**config.mk**
```make
export PLATFORM = sky130hd
export DESIGN_NAME = data_sram_bridge
export DESIGN_NICKNAME = d
export VERILOG_FILES = /design/src/rtl/bus_pkg.sv /design/src/rtl/wen_to_size.sv /design/src/rtl/data_sram_bridge.sv
export SDC_FILE = /design/constraint.sdc
export NUM_CORES = 1
export LEC_CHECK = 0
export BUFFER_PORTS_ARGS = -buffer_cell sky130_fd_sc_hd__buf_2
export CORE_AREA = 2 2 92 94
export CTS_BUF_LIST = sky130_fd_sc_hd__clkbuf_8
export DETAILED_ROUTE_END_ITERATION = 6
export DIE_AREA = 0 0 94 96
export GPL_TIMING_DRIVEN = 0
export PLACE_DENSITY = 0.87
export SYNTH_ARGS = -nofsm -noshare
export SYNTH_HDL_FRONTEND = slang
export SYNTH_HIERARCHICAL = 1
export SYNTH_SLANG_ARGS = --single-unit
export TNS_END_PERCENT = 20
```
**constraint.sdc**
```tcl
create_clock -name clk -period 4.3 [get_ports clk]
set_clock_uncertainty 0.1 [all_clocks]
set_input_delay 0.86 -clock clk [delete_from_list [all_inputs] [get_ports clk]]
set_output_delay 0.86 -clock clk [all_outputs]
set_load 0.1 [all_outputs]
```
**src/rtl/bus_pkg.sv**
```systemverilog
// Shared definitions for the data SRAM-like to split-handshake bus bridge.
package bus_pkg;

    // Bridge transaction states.
    typedef enum logic [1:0] {
        IDLE = 2'd0,
        ADDR = 2'd1,
        DATA = 2'd2,
        DONE = 2'd3
    } state_e;

    // Bus transfer size codes.
    localparam logic [1:0] SZ_BYTE = 2'd0;
    localparam logic [1:0] SZ_HALF = 2'd1;
    localparam logic [1:0] SZ_WORD = 2'd2;

endpackage

```
**src/rtl/wen_to_size.sv**
```systemverilog
// Maps the core's byte write strobe onto a bus transfer size and the low
// address bits that locate the written lanes. Reads and full-word or
// unrecognised strobes become word-aligned word transfers.
module wen_to_size
    import bus_pkg::*;
(
    input  logic [3:0] wen,
    output logic [1:0] size,
    output logic [1:0] addr_lo,
    output logic       illegal
);

    // Decode strobe pattern into size and lane offset.
    always_comb begin
        // NOTE: every output gets a default first so no path leaves it unassigned and infers a latch.
        size    = SZ_WORD;
        addr_lo = 2'b00;
        illegal = 1'b0;
        case (wen)
            4'b0000, 4'b1111: begin
                size = SZ_WORD;
            end
            4'b0011: size = SZ_HALF;
            4'b1100: begin
                size    = SZ_HALF;
                addr_lo = 2'b10;
            end
            4'b0001: size = SZ_BYTE;
            4'b0010: begin
                size    = SZ_BYTE;
                addr_lo = 2'b01;
            end
            4'b0100: begin
                size    = SZ_BYTE;
                addr_lo = 2'b10;
            end
            4'b1000: begin
                size    = SZ_BYTE;
                addr_lo = 2'b11;
            end
            default: illegal = 1'b1;
        endcase
    end

endmodule

```
**src/rtl/data_sram_bridge.sv**
```systemverilog
// Data-side bridge: turns one CPU SRAM-like access into one req/addr_ok/data_ok
// bus transaction, stalls the core until it completes and holds the result
// until the pipeline advances. A flush during the transaction lets the bus
// side finish but drops the result.
module data_sram_bridge
    import bus_pkg::*;
#(
    parameter int ADDR_W         = 32,
    parameter int DATA_W         = 32,
    parameter bit WRITE_WAIT_ACK = 1'b1
) (
    input  logic              clk,
    input  logic              rst,
    input  logic              cpu_en,
    input  logic [3:0]        cpu_wen,
    input  logic [ADDR_W-1:0] cpu_addr,
    input  logic [DATA_W-1:0] cpu_wdata,
    output logic [DATA_W-1:0] cpu_rdata,
    output logic              cpu_stall,
    input  logic              longest_stall,
    input  logic              except_flush,
    output logic              mem_req,
    output logic              mem_wr,
    output logic [1:0]        mem_size,
    output logic [ADDR_W-1:0] mem_addr,
    output logic [DATA_W-1:0] mem_wdata,
    input  logic              mem_addr_ok,
    input  logic              mem_data_ok,
    input  logic [DATA_W-1:0] mem_rdata
);

    state_e              state_q, state_d;
    logic                mem_req_q, mem_req_d;
    logic                mem_wr_q, mem_wr_d;
    logic [1:0]          mem_size_q, mem_size_d;
    logic [ADDR_W-1:0]   mem_addr_q, mem_addr_d;
    logic [DATA_W-1:0]   mem_wdata_q, mem_wdata_d;
    logic [DATA_W-1:0]   cpu_rdata_q, cpu_rdata_d;
    logic                cancel_q, cancel_d;

    logic [1:0]          req_size;
    logic [1:0]          req_addr_lo;
    logic                req_illegal;
    logic                start;
    logic                complete;
    logic                addr_lo_unused;

    // The lane offset comes from the strobe, so the core's low address bits are not needed.
    assign addr_lo_unused = ^cpu_addr[1:0];

    assign start = (state_q == IDLE) & cpu_en & ~except_flush;

    wen_to_size u_wen_to_size (
        .wen     (cpu_wen),
        .size    (req_size),
        .addr_lo (req_addr_lo),
        .illegal (req_illegal)
    );

    // Next-state, request capture, completion and cancel bookkeeping.
    always_comb begin
        state_d     = state_q;
        mem_wr_d    = mem_wr_q;
        mem_size_d  = mem_size_q;
        mem_addr_d  = mem_addr_q;
        mem_wdata_d = mem_wdata_q;
        cpu_rdata_d = cpu_rdata_q;
        cancel_d    = cancel_q;
        complete    = 1'b0;

        case (state_q)
            IDLE: begin
                if (start) begin
                    state_d     = ADDR;
                    mem_wr_d    = |cpu_wen;
                    mem_wdata_d = cpu_wdata;
                    mem_size_d  = req_size;
                    mem_addr_d  = {cpu_addr[ADDR_W-1:2], req_addr_lo};
                end
            end
            ADDR: begin
                if (mem_addr_ok) begin
                    if (mem_data_ok || (mem_wr_q && !WRITE_WAIT_ACK)) begin
                        complete = 1'b1;
                    end else begin
                        state_d = DATA;
                    end
                end
            end
            DATA: begin
                if (mem_data_ok) begin
                    complete = 1'b1;
                end
            end
            DONE: begin
                if (!longest_stall) begin
                    state_d = IDLE;
                end
            end
            default: state_d = IDLE;
        endcase

        // A flush while the bus is busy cannot drop req; remember it instead.
        if ((state_q == ADDR || state_q == DATA) && except_flush) begin
            cancel_d = 1'b1;
        end

        if (complete) begin
            cancel_d = 1'b0;
            if (cancel_q || except_flush) begin
                state_d = IDLE;
            end else begin
                state_d = DONE;
                if (!mem_wr_q) begin
                    cpu_rdata_d = mem_rdata;
                end
            end
        end

        mem_req_d = (state_d == ADDR);
    end

    // State and registered outputs with synchronous reset.
    always_ff @(posedge clk) begin
        // NOTE: sequential state uses non-blocking assignment so every flop samples pre-edge values.
        if (rst) begin
            state_q     <= IDLE;
            mem_req_q   <= 1'b0;
            mem_wr_q    <= 1'b0;
            mem_size_q  <= 2'd0;
            mem_addr_q  <= '0;
            mem_wdata_q <= '0;
            cpu_rdata_q <= '0;
            cancel_q    <= 1'b0;
        end else begin
            state_q     <= state_d;
            mem_req_q   <= mem_req_d;
            mem_wr_q    <= mem_wr_d;
            mem_size_q  <= mem_size_d;
            mem_addr_q  <= mem_addr_d;
            mem_wdata_q <= mem_wdata_d;
            cpu_rdata_q <= cpu_rdata_d;
            cancel_q    <= cancel_d;
        end
    end

    assign cpu_stall = start | (state_q == ADDR) | (state_q == DATA);
    assign mem_req   = mem_req_q;
    assign mem_wr    = mem_wr_q;
    assign mem_size  = mem_size_q;
    assign mem_addr  = mem_addr_q;
    assign mem_wdata = mem_wdata_q;
    assign cpu_rdata = cpu_rdata_q;

    // Only the recognised strobe patterns may start a transaction.
    a_legal_strobe: assert property (@(posedge clk) disable iff (rst) start |-> !req_illegal);

endmodule

```
==> Word level (Yosys, flattened, before mapping) <==
Index checks and enable logic that the tools add are counted.
{ "word_totals": {"ff_bits": 103, "inputBits": 107, "out_inout_bits": 101, "elab_cells": 48} }
{ "op_classes": {"n_eq_ne": 10, "n_mux": 12, "bitwise": 7, "n_reduce_logical": 11} }
{ "op_table": {"columns": ["cell", "n"], "rows": [
  ["$mux 2", 6],
  ["$pmux 2 s3", 2],
  ["$eq 4x2->1 const B", 2],
  ["$eq 4x4->1 const B", 2],
  ["$reduce_or 4->1", 2],
  ["$reduce_or 2->1", 3],
  ["$eq 2x1->1 const B", 2],
  ["$eq 2x2->1 const B", 2],
  ["$eq 4x1->1 const B", 1],
  ["$eq 4x3->1 const B", 1],
  ["$pmux 2 s2", 1],
  ["$not 1->1", 3],
  ["$reduce_and 3->1", 1],
  ["$and 1x1->1", 2],
  ["$logic_not 2->1", 1],
  ["$logic_or 1x1->1", 2],
  ["$mux 1", 2],
  ["$or 1x1->1", 2],
  ["$pmux 1 s2", 1],
  ["$reduce_and 2->1", 1],
  ["$logic_and 1x1->1", 1]
]} }

==> Longest topological paths before layout <==
Gate-level depths: netlist (run 1).
{ "logic_depth": {"depth_word": 7, "ltp_mapped": 8, "depth_no_buf": 5} }

==> Modules after synthesis <==
The synthesis (run 1) kept the hierarchy.
{ "modules_own_cells": {"columns": ["mod", "instances", "cells_each", "area_per_inst_um2", "seq_area_each_um2"], "rows": [
  ["data_sram_bridge", 1, 464, 3888.7, 2062.0],
  ["wen_to_size", 1, 10, 71.3, 0.0]
]} }

==> Least setup slack after synthesis (run 1) <==
OpenSTA, ideal clock, no wires.
{ "synth_path": {"kind": "input to output", "from": "in except_flush", "to": "out cpu_stall", "arrival_time_ns": 2.074, "required_ns": 3.340, "setup_slack_ns": 1.266, "cell_stages": 4, "path_buffers": 2, "cell_sequence": "and3b_1 > clkbuf_1 > buf_2 > or3_1"} }
{ "synth_between": {"elab_chain_cells": 4} }
{ "synth_lines": {"columns": ["item", "line_no", "rtl"], "rows": [
  ["start: declaration", "data_sram_bridge.sv:21", "input logic except_flush,"],
  ["$not 1->1", "data_sram_bridge.sv:51", "assign start = (state_q == IDLE) & cpu_en & ~except_flush;"],
  ["$and 1x1->1", "data_sram_bridge.sv:51", null],
  ["$or 1x1->1 (2 in a row)", "data_sram_bridge.sv:147", "assign cpu_stall = start | (state_q == ADDR) | (state_q == DATA);"],
  ["end: declaration", "data_sram_bridge.sv:19", "output logic cpu_stall,"]
]} }
Every way passes these cells.

==> Worst setup path after layout (run 1) <==
{ "layout_path": {"from": "reg state_q[0]", "to": "out cpu_stall"} }
{ "layout_between": {"elab_chain_cells": 5, "word_cells_on_any_way": 7, "classes_between": "eq/ne: 2; bitwise: 4; reduce/logical: 1"} }
{ "layout_lines": {"columns": ["item", "line_no", "rtl"], "rows": [
  ["start: declaration", "data_sram_bridge.sv:32", "state_e state_q, state_d;"],
  ["start signal: assignment", "data_sram_bridge.sv:136", "state_q <= state_d;"],
  ["$logic_not 2->1", "data_sram_bridge.sv:51", null],
  ["$and 1x1->1 (2 in a row)", "data_sram_bridge.sv:51", null],
  ["$or 1x1->1", "data_sram_bridge.sv:147", null],
  ["$or 1x1->1 (*)", "data_sram_bridge.sv:147", null]
]} }
Mark *: on every way between the ends. The rest lies on a longest branch, timed or not.

==> results of run 1 <==
[final cells by class]
cell class | instances | area [µm²]
buffer | 33 | 161
clock buffer | 10 | 138
clock inverter | 5 | 81.3
fill | 689 | 2740
inverter | 3 | 11.3
multi-input combinational | 333 | 1710
sequential | 103 | 2060
tap | 105 | 131
timing repair buffer | 204 | 1020
[routing by layer]
metal,wire (µm),track usage,vias up,part of all wire
met4,182,0.0882,0,0.018
met2,5290,0.408,157,0.51
li1,-,-,1970,-
met3,785,0.0540,16,0.076
met1,4140,0.257,1806,0.40
met5,0,0,-,0
[cell usage in the layout, fill, tap and decap left out, drive strengths merged, types with 2 or more instances in the layout]
cell / count
nand2b: 2
nor4: 2
inv: 4
a21oi: 69
clkbuf: 23
bufinv: 2
nor2: 3
nand2: 198
xnor2: 2
a31o: 2
mux2i: 32
buf: 224
and4bb: 2
ha: 5
nor3: 2
dfxtp: 103
[metrics by stage]
stage / area, µm² / setup slack [ns] / total power (µW) / cells
4_1_cts: 5320 / 1.00 / 2170 / 796
2_1_floorplan: 3950 / 1.27 / 1400 / 472
3_5_place_dp: 5100 / 1.08 / 1520 / 781
5_1_grt: 5320 / 0.884 / 2240 / 796
6_report: 5320 / 1.04 / 2160 / 796
3_3_place_gp: 5100 / 1.06 / 1510 / 781
[flip-flops by register name, indices dropped and copies added, names as in the netlist]
name       count
mem_size       2
mem_req        1
mem_addr      32
mem_wr         1
cpu_rdata     32
mem_wdata     32
cancel_q       1
state_q        2
[worst register-to-register path: stages (launching register included)]
cell and delay (ns):
dfxtp_1 0.43, inv_1 0.11, ha_1 0.34, nand2_2 0.11, nor4_4 0.48, buf_6 0.25, mux2i_1 0.22
[power breakdown]
part,switching [µW],internal [µW]
logic,385,104
clock network,321,342
registers,19.6,990
total,725,1440
[worst paths after layout]
check,end,depth (start not counted)
setup / recovery,cpu_stall,7
hold reg to reg,mem_addr[14],2
hold / removal,mem_addr[14],2
setup reg to reg,cpu_rdata[16],6
==> impl_results.md, run 1 <==
- DRC Markers: 0
- Antenna-violating nets left: 0
- Post-Syn Nets: 584
- Clock slew at reported path FFs: 0.10 ns
- End-of-flow core utilization: 0.660
- Worst VDD drop: 0.272 mV
- Grt ovf: 0
- Hold Violations, Final: 0
- Power Density: 406 nW/µm²
- Total track usage: 0.226
- Via Count: 3949
- Core area: 8050 µm²
- Largest stage delay, worst path: 0.43 ns
- Register-to-register setup slack: around 2.2 ns
- DIE AREA: 9020 µm²
- Max capacitance violation total: 0
- Cell repeated most along the worst path: buf_2
- Synth Warn #: 6
- Synth Cell Area: 3950 µm²
- Initial drt markers: 146
- Maximum clock path buffer count: 2
- Nets: 799
- RSZ-0062 raised after global routing: false
- R2R Path Start: state_q[0]
- Placer Congestion: around 0.86
- Root Driver: clkbuf_8
- Final wirelength: between 10 and 15 mm
- Slew @ Worst Pin: about 0.53 ns
- Share of layout cells above drive strength 1: 0.347
- Rel. slew slack: 0.645
- Initial Util: 0.490
- Final slew viol count: 0
- Fmax: slightly above 300 MHz
- 1st-pass router iterations: 4
- Critical path type: flop to output port
- Number of global-route vias before repair: 3735
- Largest net degree at the start of global routing: 17
- Leakage: 0.00249 µW
- TNS Setup: 0 ns
- CTS tree: built
- First-pass GRT wire length: 16.3 mm
- Arrival @ worst endpoint: 2.30 ns
- CP endpoint kind: output port
- Top Family by Delay on Critical Path: buffers and inverters
- Sink Count: 103
- CP cell instances: inv_1, ha_1, and3b_1, clkbuf_1, buf_2, or3_1, buf_2
- Antenna Cells: 0
- # resized after CTS: 0
- Worst Setup SP: state_q[0]
- Final Critical Period: 3.26 ns
- Status: complete, no violations
- Post-CTS Setup Bufs: 0
- CP max FO: 10
- Syn Area/Cell: between 8 and 9 µm²
- Die height: around 96 µm
- Initial antenna violation count: 0
- IO Count: between 200 and 250
- Critical Path Start Type: flop
- Vias per cell: 4.96
- TritonCTS buffer count: 9
- CTS H-tree lvls: 3
- Drt wl/cell: ~13 µm
- Hold_sp: mem_addr[14]
- Final setup fails: 0
- Worst hold-check path type: flop to flop
- Synth Instances: roughly 470
- Worst-Skew Late Latency: 0.34 ns
- WP buf/inv: 4
- Die Wd: 94 µm
- Row count: 33
- DP Wirelength: approximately 8 mm
- Final worst-path cycle share: 0.759
- Final hold slack: roughly 0.36 ns
- Worst path slowest cell: dfxtp_1
- Hold buffers post-CTS: 0
- Port buffer count: 204
- CP required: roughly 3.3 ns
- Area grow syn2layout: 34.8%
Power figures use the tool's default switching activity.
==> run 2: changes to the inputs <==
Settings changed: CORE_AREA 2 2 92 94 to 2 2 101 103, DIE_AREA 0 0 94 96 to 0 0 103 105, PLACE_DENSITY 0.87 to 0.76.
Clock period 4.3 ns to 2.8 ns, I/O delays scaled along.
==> run 2 against run 1 <==
Net effect: worst hold slack worse by 0.019 ns; utilization shrank 10 points; final area rose by 1.4%; first-iteration DRC count decreased by 18%; die area increased by 20%.
==> impl_results.md, run 2 (synthesis results as in run 1) <==
- Status: complete, no violations
- Final Worst Setup Slack: roughly 0.11 ns
- WP buf/inv: 3
- Leakage: 0.00251 µW
- Area after DPL: 5130 µm²
- Sink Count: 103
- Seq pwr share: 0.457
- Final Critical Period: 2.69 ns
- CTS H-tree lvls: 3
- Worst hold-check path type: primary input to flop
- CP endpoint kind: output port
- Worst-Skew Late Latency: 0.35 ns
- Rel. slew slack: 0.662
- Total power draw: 3390 µW
- Worst VDD drop: around 0.34 mV
- Worst path slowest cell: dfxtp_2
- Initial Util: 0.409
- Maximum clock path buffer count: 2
- Die Wd: between 100 and 150 µm
- RSZ-0062 raised after global routing: false
- Hold buffers post-CTS: 0
- Commonest non-fill, non-tap cell in the layout: buf_2
- Final wirelength: 10.8 mm
- Combinational share of power: 0.224
- Critical path type: flop to output port
- Hold Violations, Final: 0
- Pre-CTS setup slack: between 0.15 and 0.2 ns
- Die height: 105 µm
- Commonest cells after routing, fill and taps aside: buf_2 (214), nand2_1 (197), dfxtp_1 (101)
- Largest net degree at the start of global routing: 16
- CP Depth: 6
- First-pass GRT wire length: approximately 17 mm
- Final worst-path cycle share: 0.962
- Power Density: 628 nW/µm²
- Final setup fails: 0
- R2R Path Start: state_q[0]
- Initial drt markers: 119
- TNS Setup: 0 ns
- Register-to-register setup slack: 0.79 ns
- Fmax: around 370 MHz
- Worst setup path end: cpu_stall
- Top Family by Delay on Critical Path: simple AND/OR/NAND/NOR gates
- TritonCTS buffer count: 9
- Antenna-violating nets left: 0
- Largest stage delay, worst path: 0.39 ns
- Grt ovf: 0
- Initial antenna violation count: 1
- Total track usage: 0.195
- Slew @ Worst Pin: slightly above 0.5 ns
- R2R depth: 6
- CP required: 2.14 ns
- Max capacitance violation total: 0
- Fin area: 5390 µm²
- CP cell instances: inv_1, ha_1, and3b_2, buf_4, or3_1, buf_6
- Worst Setup SP: state_q[0]
- Port buffer count: 204
- Net Switching: 1090 µW
- Fillcell total: 947
- Via Count: 3860
- Number of global-route vias before repair: 3849
- Placer Congestion: around 0.75
- CTS tree: built
- DRC Markers: 0
- DIE AREA: 10800 µm²
- Clock slew at reported path FFs: 0.09 ns
- Critical Path Start Type: flop
- DP Wirelength: 8.41 mm
- 1st-pass router iterations: 4
- Final slew viol count: 0
- Vias per cell: 4.67
- Share of layout cells above drive strength 1: 0.350
- Core area: between 9000 and 10000 µm²
- Area grow syn2layout: 36.6%
- Clock share of power: 0.318
- Nets: 799
- Arrival @ worst endpoint: 2.03 ns
- Root Driver: clkbuf_8
- Drt wl/cell: about 13 µm
- RR Endpoint: cpu_rdata[2]
- Row count: 36
- CP max FO: 10
- Int Pwr: around 2300 µW
- End-of-flow core utilization: 0.559
- IO Count: 208
- Switching share of power: 0.322
-- run 2: cell types whose count changed in the layout (fill, tap and decap cells not counted), moves of 2 or more --
cell     previous run  this run
inv_1               2         5
buf_2             216       214
buf_4               0         2
dfxtp_1           103       101
dfxtp_2             0         2
-- run 2: worst min-delay path by stage --
stage | start | endpoint | depth (start not counted)
final | cpu_wdata[27] | mem_wdata[27] | 3
after global routing | cpu_wdata[18] | mem_wdata[18] | 3
after CTS | cpu_wdata[24] | mem_wdata[24] | 3
after detailed placement | mem_wdata[4] | mem_wdata[4] | 2
after global placement | cpu_rdata[14] | cpu_rdata[14] | 2
after floorplan | cancel_q | cancel_q | 2
-- run 2: routing by layer --
layer  track usage  vias to the layer above  wire, µm
met4        0.0705                        0       140
met1         0.217                     1750      4450
met2         0.344                      136      5380
li1              -                     1964         -
met3        0.0609                       10       817
met5             0                        -         0
-- run 2: through the flow --
step	hold slack [ns]	instances
finish	0.336	826
global route	0.309	826
CTS	0.310	824
detailed placement	0.343	809
global placement	0.339	809
floorplan	0.329	472
-- run 2: cell type report --
type                       instances  area, µm²  share of cell area
sequential                       103       2060               0.383
multi-input combinational        333       1710               0.318
timing repair buffer             205       1030               0.192
tap                              133        166              0.0309
buffer                            32        160              0.0297
clock buffer                      10        138              0.0255
clock inverter                     6        101              0.0188
inverter                           3       11.3             0.00209
antenna                            1       2.50            0.000464
-- run 2: power groups by stage --
stage | Combinational (µW) | Sequential [µW] | Clock (µW)
floorplan | 190 | 1960 | 0
global placement | 744 | 1580 | 0
detailed placement | 756 | 1580 | 0
CTS | 761 | 1550 | 1110
global route | 802 | 1560 | 1170
finish | 760 | 1550 | 1080
-- run 2: worst min-delay path, stage by stage --
cell	delay [ns]
buf_2	0.09
nand2_1	0.04
a21oi_1	0.05
-- run 2: timing repair --
action,4_1_cts,5_1_grt
pin swaps,0,1
resized for setup,5,1
cloned,0,0
buffers inserted,0,1
endpoints found under the setup margin,1,1
hold endpoints to repair,0,0
